--- src/rtl/pgm_vram_arbiter_if.sv ---
// pgm_vram_arbiter_if: 68k, renderer and VRAM port signals; slave = arbiter side, master = requesters/RAM side
interface pgm_vram_arbiter_if #(parameter int AW = 13);
  logic          cpu_sel;
  logic          cpu_rw_n;
  logic          cpu_uds_n;
  logic          cpu_lds_n;
  logic [AW-1:0] cpu_addr;
  logic [15:0]   cpu_din;
  logic [15:0]   cpu_dout;
  logic          cpu_dtack_n;
  logic          rnd_req;
  logic [AW-1:0] rnd_addr;
  logic          rnd_ack;
  logic          rnd_valid;
  logic [15:0]   rnd_data;
  logic [AW-1:0] ram_addr;
  logic          ram_we;
  logic [1:0]    ram_be;
  logic [15:0]   ram_wdata;
  logic [15:0]   ram_rdata;
  modport slave (
    input  cpu_sel, cpu_rw_n, cpu_uds_n, cpu_lds_n, cpu_addr, cpu_din, rnd_req, rnd_addr, ram_rdata,
    output cpu_dout, cpu_dtack_n, rnd_ack, rnd_valid, rnd_data, ram_addr, ram_we, ram_be, ram_wdata
  );
  modport master (
    output cpu_sel, cpu_rw_n, cpu_uds_n, cpu_lds_n, cpu_addr, cpu_din, rnd_req, rnd_addr, ram_rdata,
    input  cpu_dout, cpu_dtack_n, rnd_ack, rnd_valid, rnd_data, ram_addr, ram_we, ram_be, ram_wdata
  );
endinterface

--- src/rtl/pgm_vram_arbiter.sv ---
// pgm_vram_arbiter: shares one VRAM port between 68k (DTACK, byte lanes, starvation guard) and renderer (default priority); ports: fixed_20m_clk, reset, bus (slave)
module pgm_vram_arbiter #(
  parameter int AW         = 13,
  parameter int STARVE_MAX = 4
) (
  input logic               fixed_20m_clk,
  input logic               reset,
  pgm_vram_arbiter_if.slave bus
);
  localparam logic [1:0] S_IDLE = 2'd0, S_RD = 2'd1, S_DONE = 2'd2;
  logic [1:0] state, state_nxt;
  logic [3:0] starve_cnt;
  logic       cpu_grant, cpu_wr;
  assign cpu_wr       = !bus.cpu_rw_n;
  assign bus.rnd_data = bus.ram_rdata;
  always_comb begin
    cpu_grant     = !reset && state == S_IDLE && bus.cpu_sel && (!bus.rnd_req || starve_cnt >= 4'(STARVE_MAX));
    bus.rnd_ack   = !reset && bus.rnd_req && !cpu_grant;
    bus.ram_addr  = cpu_grant ? bus.cpu_addr : bus.rnd_ack ? bus.rnd_addr : {AW{1'b0}};
    bus.ram_be    = cpu_grant ? {~bus.cpu_uds_n, ~bus.cpu_lds_n} : bus.rnd_ack ? 2'b11 : 2'b00;
    bus.ram_we    = cpu_grant && cpu_wr && |bus.ram_be;
    bus.ram_wdata = cpu_grant && cpu_wr ? bus.cpu_din : 16'h0000;
    state_nxt     = cpu_grant ? (cpu_wr ? S_DONE : S_RD) :
                    state == S_RD ? S_DONE :
                    state == S_DONE && bus.cpu_sel ? S_DONE : S_IDLE;
  end
  always_ff @(posedge fixed_20m_clk) begin
    if (reset) begin
      state           <= S_IDLE;
      starve_cnt      <= 4'd0;
      bus.cpu_dtack_n <= 1'b1;
      bus.cpu_dout    <= 16'h0000;
      bus.rnd_valid   <= 1'b0;
    end else begin
      state           <= state_nxt;
      bus.cpu_dtack_n <= state_nxt != S_DONE;
      bus.rnd_valid   <= bus.rnd_ack;
      if (state == S_RD) bus.cpu_dout <= bus.ram_rdata;
      starve_cnt      <= cpu_grant || !bus.cpu_sel ? 4'd0 :
                         state == S_IDLE && starve_cnt != 4'hf ? starve_cnt + 4'd1 : starve_cnt;
    end
  end
endmodule

--- src/flat_wrapper.sv ---
// flat-port wrapper written by rule: the top's interface ports become plain ports
module pgm_vram_arbiter_flat 
#(
  parameter int AW         = 13,
  parameter int STARVE_MAX = 4
)
  (fixed_20m_clk, reset, bus_cpu_sel, bus_cpu_rw_n, bus_cpu_uds_n, bus_cpu_lds_n, bus_cpu_addr, bus_cpu_din, bus_rnd_req, bus_rnd_addr, bus_ram_rdata, bus_cpu_dout, bus_cpu_dtack_n, bus_rnd_ack, bus_rnd_valid, bus_rnd_data, bus_ram_addr, bus_ram_we, bus_ram_be, bus_ram_wdata);
  pgm_vram_arbiter_if #(.AW(AW)) bus_i ();
  input logic fixed_20m_clk;
  input logic reset;
  input wire logic [$bits(bus_i.cpu_sel)-1:0] bus_cpu_sel;
  input wire logic [$bits(bus_i.cpu_rw_n)-1:0] bus_cpu_rw_n;
  input wire logic [$bits(bus_i.cpu_uds_n)-1:0] bus_cpu_uds_n;
  input wire logic [$bits(bus_i.cpu_lds_n)-1:0] bus_cpu_lds_n;
  input wire logic [$bits(bus_i.cpu_addr)-1:0] bus_cpu_addr;
  input wire logic [$bits(bus_i.cpu_din)-1:0] bus_cpu_din;
  input wire logic [$bits(bus_i.rnd_req)-1:0] bus_rnd_req;
  input wire logic [$bits(bus_i.rnd_addr)-1:0] bus_rnd_addr;
  input wire logic [$bits(bus_i.ram_rdata)-1:0] bus_ram_rdata;
  output wire logic [$bits(bus_i.cpu_dout)-1:0] bus_cpu_dout;
  output wire logic [$bits(bus_i.cpu_dtack_n)-1:0] bus_cpu_dtack_n;
  output wire logic [$bits(bus_i.rnd_ack)-1:0] bus_rnd_ack;
  output wire logic [$bits(bus_i.rnd_valid)-1:0] bus_rnd_valid;
  output wire logic [$bits(bus_i.rnd_data)-1:0] bus_rnd_data;
  output wire logic [$bits(bus_i.ram_addr)-1:0] bus_ram_addr;
  output wire logic [$bits(bus_i.ram_we)-1:0] bus_ram_we;
  output wire logic [$bits(bus_i.ram_be)-1:0] bus_ram_be;
  output wire logic [$bits(bus_i.ram_wdata)-1:0] bus_ram_wdata;
  assign bus_i.cpu_sel = bus_cpu_sel;
  assign bus_i.cpu_rw_n = bus_cpu_rw_n;
  assign bus_i.cpu_uds_n = bus_cpu_uds_n;
  assign bus_i.cpu_lds_n = bus_cpu_lds_n;
  assign bus_i.cpu_addr = bus_cpu_addr;
  assign bus_i.cpu_din = bus_cpu_din;
  assign bus_i.rnd_req = bus_rnd_req;
  assign bus_i.rnd_addr = bus_rnd_addr;
  assign bus_i.ram_rdata = bus_ram_rdata;
  assign bus_cpu_dout = bus_i.cpu_dout;
  assign bus_cpu_dtack_n = bus_i.cpu_dtack_n;
  assign bus_rnd_ack = bus_i.rnd_ack;
  assign bus_rnd_valid = bus_i.rnd_valid;
  assign bus_rnd_data = bus_i.rnd_data;
  assign bus_ram_addr = bus_i.ram_addr;
  assign bus_ram_we = bus_i.ram_we;
  assign bus_ram_be = bus_i.ram_be;
  assign bus_ram_wdata = bus_i.ram_wdata;
  pgm_vram_arbiter #(.AW(AW), .STARVE_MAX(STARVE_MAX)) u_core (.fixed_20m_clk(fixed_20m_clk), .reset(reset), .bus(bus_i));
endmodule
--- config.mk ---
export PLATFORM = sky130hd
export DESIGN_NAME = pgm_vram_arbiter_flat
export DESIGN_NICKNAME = d
export VERILOG_FILES = /design/src/rtl/pgm_vram_arbiter_if.sv /design/src/rtl/pgm_vram_arbiter.sv /design/src/flat_wrapper.sv
export SDC_FILE = /design/constraint.sdc
export NUM_CORES = 1
export LEC_CHECK = 0
export ABC_CLOCK_PERIOD_IN_PS = 1800
export BUFFER_PORTS_ARGS = -buffer_cell sky130_fd_sc_hd__buf_2
export CORE_UTILIZATION = 35
export CTS_BUF_LIST = sky130_fd_sc_hd__clkbuf_16
export CTS_CLUSTER_DIAMETER = 40
export CTS_CLUSTER_SIZE = 30
export DETAILED_ROUTE_END_ITERATION = 8
export PLACE_DENSITY = 0.77
export SLEW_MARGIN = 20
export SYNTH_ARGS = -nofsm -noshare
export SYNTH_HDL_FRONTEND = slang
export SYNTH_SLANG_ARGS = --single-unit
--- constraint.sdc ---
create_clock -name fixed_20m_clk -period 1.8 [get_ports fixed_20m_clk]
set_input_delay 0.09 -clock fixed_20m_clk [delete_from_list [all_inputs] [get_ports fixed_20m_clk]]
set_output_delay 0.09 -clock fixed_20m_clk [all_outputs]
set_load 0.02 [all_outputs]
==> summary.md <==
| Metric | Value |
|---|---|
| Sw Pwr | `372 µW` |
| Crit path launch type | `flop` |
| Final HPWL DP | `2980 µm` |
| Leading cell type in the layout, fill and taps excluded | `buf_2` |
| Port buffer count | `131` |
| Hold Path Origin | `bus_ram_rdata[12]` |
| Num ports | `132` |
| Max transition margin | `0.749` |
| Worst setup EP type | `output port` |
| Initial core utilization | `0.376` |
| GP Congestion | `0.790` |
| H-Tree Depth | `1` |
| Top sig layer | `met4` |
| RSZ-0062 raised after global routing | `yes` |
| Die extent in x | `65.4 µm` |
| Tot Pwr | `1.37 mW` |
| Core Box Area | `3740 µm²` |
| CP max FO | `8` |
| Die Area | `4280 µm²` |
| Synth Area in XOR/XNOR | `0` |
| Clk sink count | `24` |
| CTS tree | `built` |
| Worst hold path type | `in -> reg` |
| Detailed Route WL | `4010 µm` |
| Worst-Margin Slew | `0.374 ns` |
| Initial antenna violation count | `0` |
| Int Pwr | `1.00 mW` |
| Logic pwr share | `0.254` |
| Cell taking the most area after synthesis | `dfxtp_1` |
| Compound-Gate Fraction of Synth Area | `0.101` |
| Detail Route Antenna Nets | `0` |
| Fin nets | `379` |
| Final Hold Vio Count | `0` |
| WL/cell | `11.1 µm` |
| Mux cell area share after synthesis | `0.0925` |
| Reg-to-Reg End | `u_core.starve_cnt[0]$_SDFFE_PP0P_` |
| Met1 wire length | `1510 µm` |
| Top cell type's share of synthesized area | `0.342` |
| Min Tclk post-route | `1.91 ns` |
| Reg power frac | `0.402` |
| First-pass GRT wire length | `6260 µm` |
| Flops & latches, synth | `24` |
| Die height | `65.4 µm` |
| Cts hold-fix bufs | `0` |
| WL met2 | `2150 µm` |
| Syn nets | `253` |
| Worst Reg2Reg Path Length in Cells | `5` |
| CTS Buf Count | `3` |
| Hold Path Depth | `3` |
| Vias in the first global route | `1488` |
| Post-synthesis cell area | `1410 µm²` |
| Crit path kind | `reg -> out` |
| Overall Global Routing Usage | `0.188` |
| Clock power share | `0.344` |
| Vias | `1626` |
| Fmax | `523 MHz` |
| R2r setup slk | `0.37 ns` |
| Largest net degree at the start of global routing | `20` |
| Worst-path clk slew | `0.06 ns` |
| Root Driver | `clkbuf_16` |
| Library cells used by synthesis | `29` |
| Clock Latency Late Sink | `0.25 ns` |
| Initial drt markers | `36` |
| Met3 Wirelength | `332 µm` |
| R2R Path Start | `u_core.state[1]$_SDFF_PP0_` |
| Pwr dens | `591 nW/µm²` |
| Max Root-Sink Buffers | `2` |
| P&R area growth vs syn | `65.1%` |
| Layout cells sized above 1 | `0.542` |
| Antenna cells | `0` |
| Worst path required time | `1.71 ns` |
| # DRC | `0` |
| Synth Instances | `187` |
| YS warnings | `0` |
| Synth Area in Simple Gates | `0.294` |
| Max Cap Viol | `0` |
| Synth area leaders | `dfxtp_1, nand2_1, mux2i_1` |
| Critical path arrival | `1.82 ns` |
| GRT overflow | `0` |
| Leakage Power | `1.32 nW` |
| Mean Syn Cell Area | `7.52 µm²` |
| Main combinational cell family by area after synthesis | `simple AND/OR/NAND/NOR gates` |
| Area share of fa/ha/maj cells after synthesis | `0.00890` |
| Net Sw Frac | `0.271` |
| Setup WS post-layout | `-0.112 ns` |
| Most frequent cells in the layout | `buf_2, nand2_1, dfxtp_1` |
| VDD IR max | `0.000330 V` |
| # fillers | `339` |
| Final worst-path cycle share | `1.06` |
| Failing checks | `setup timing` |
| Final TNS setup | `-1.22 ns` |
| Vias/cell | `4.52` |
| Placement Setup Slack | `0.156 ns` |
| # setup viols final | `17` |
| Register area share after synthesis | `0.342` |
| Status | `finished, violations left` |
| Clk_skew | `0.00535 ns` |
| FP Rows | `22` |
| Hold Path End | `u_core.bus.cpu_dout[12]$_SDFFE_PP0N_` |
| DRT Pass-1 Iters | `4` |
| Final Max Tran Viols | `0` |
| Post-layout util | `0.620` |
[cells in the mapped netlist (all sizes together)]
| cell | count |
|---|---|
| o21ai | 4 |
| nand2 | 47 |
| nor2 | 2 |
| buf | 19 |
| nor2b | 4 |
| ha | 1 |
| or4 | 1 |
| or3b | 1 |
| and2 | 16 |
| or4b | 1 |
| nor3b | 1 |
| a211oi | 1 |
| clkbuf | 6 |
| a21oi | 20 |
| mux2i | 13 |
| a21boi | 1 |
| inv | 16 |
| dfxtp | 24 |
| nor3 | 1 |
| or3 | 1 |
| nand3 | 2 |
| or2 | 1 |
| nand2b | 2 |
| and3 | 1 |
| o21a | 1 |
[final cells by class]
| cell class | instances | area [µm²] | area share |
|---|---|---|---|
| Clock inverter | 1 | 3.75 | 0.00162 |
| Tap cell | 48 | 60.1 | 0.0259 |
| Multi-Input combinational cell | 122 | 741 | 0.319 |
| Timing Repair Buffer | 146 | 897 | 0.386 |
| Sequential cell | 24 | 485 | 0.209 |
| Inverter | 16 | 60.1 | 0.0259 |
| Clock buffer | 3 | 75.1 | 0.0323 |
[logic make-up after synthesis]
group,after synthesis
AO/OA/AOI/OAI,27
multiplexers,13
AND/OR/NAND/NOR,81
buffers and inverters,41
flip-flops,24
adder cells (fa/ha/maj),1
[worst max-delay path, cell delays in order (launching register included)]
cell     delay, ns
dfxtp_4       0.35
or4b_4        0.53
nor3_4        0.23
buf_6         0.17
and2_1        0.16
buf_6         0.13
[worst max path at each step]
stage / cells past startpoint / from / end / slack, ns
6_report: 5 / u_core.state[1]$_SDFF_PP0_ / bus_ram_wdata[0] / -0.11
5_1_grt: 5 / u_core.state[1]$_SDFF_PP0_ / bus_ram_wdata[5] / -0.13
4_1_cts: 5 / u_core.state[1]$_SDFF_PP0_ / bus_ram_wdata[15] / -0.07
3_5_place_dp: 5 / u_core.state[1]$_SDFF_PP0_ / bus_ram_wdata[7] / 0.16
3_3_place_gp: 5 / u_core.state[1]$_SDFF_PP0_ / bus_ram_wdata[5] / 0.18
2_1_floorplan: 4 / u_core.starve_cnt[3]$_SDFFE_PP0P_ / bus_ram_addr[10] / 0.17
[stage by stage]
step / hold WS (ns) / std cells / instance area (µm²)
after floorplan: 0.202 / 187 / 1410
after global placement: 0.341 / 349 / 2020
after detailed placement: 0.350 / 349 / 2020
after CTS: 0.0801 / 360 / 2310
after global routing: 0.0812 / 360 / 2320
final: 0.0793 / 360 / 2320
[power by group through the flow]
stage	combinational [mW]	sequential, mW	clock [mW]
2_1_floorplan	0.180	0.576	0
3_3_place_gp	0.310	0.564	0
3_5_place_dp	0.313	0.564	0
4_1_cts	0.345	0.551	0.485
5_1_grt	0.376	0.552	0.508
6_report	0.348	0.551	0.472
[repair_timing]
action                                  in CTS  in global routing
gates resized for setup                     49                  6
setup buffers                                6                  0
endpoints found under the setup margin      31                 31
gates cloned                                 1                  0
pin swaps                                    9                  1
endpoints found under the hold margin        0                  0
[sequential cells by signal, summed over array words and instances (netlist names)]
signal                  flops
u_core.bus.rnd_valid        1
u_core.starve_cnt           4
u_core.bus.cpu_dtack_n      1
u_core.state                2
u_core.bus.cpu_dout        16
[per-layer routing]
layer	global-route usage	vias up
met1	0.188	714
met2	0.387	85
li1	-	825
met4	0.0489	0
met3	0.0347	2
met5	0	-
(Power assumes the default switching activity.)
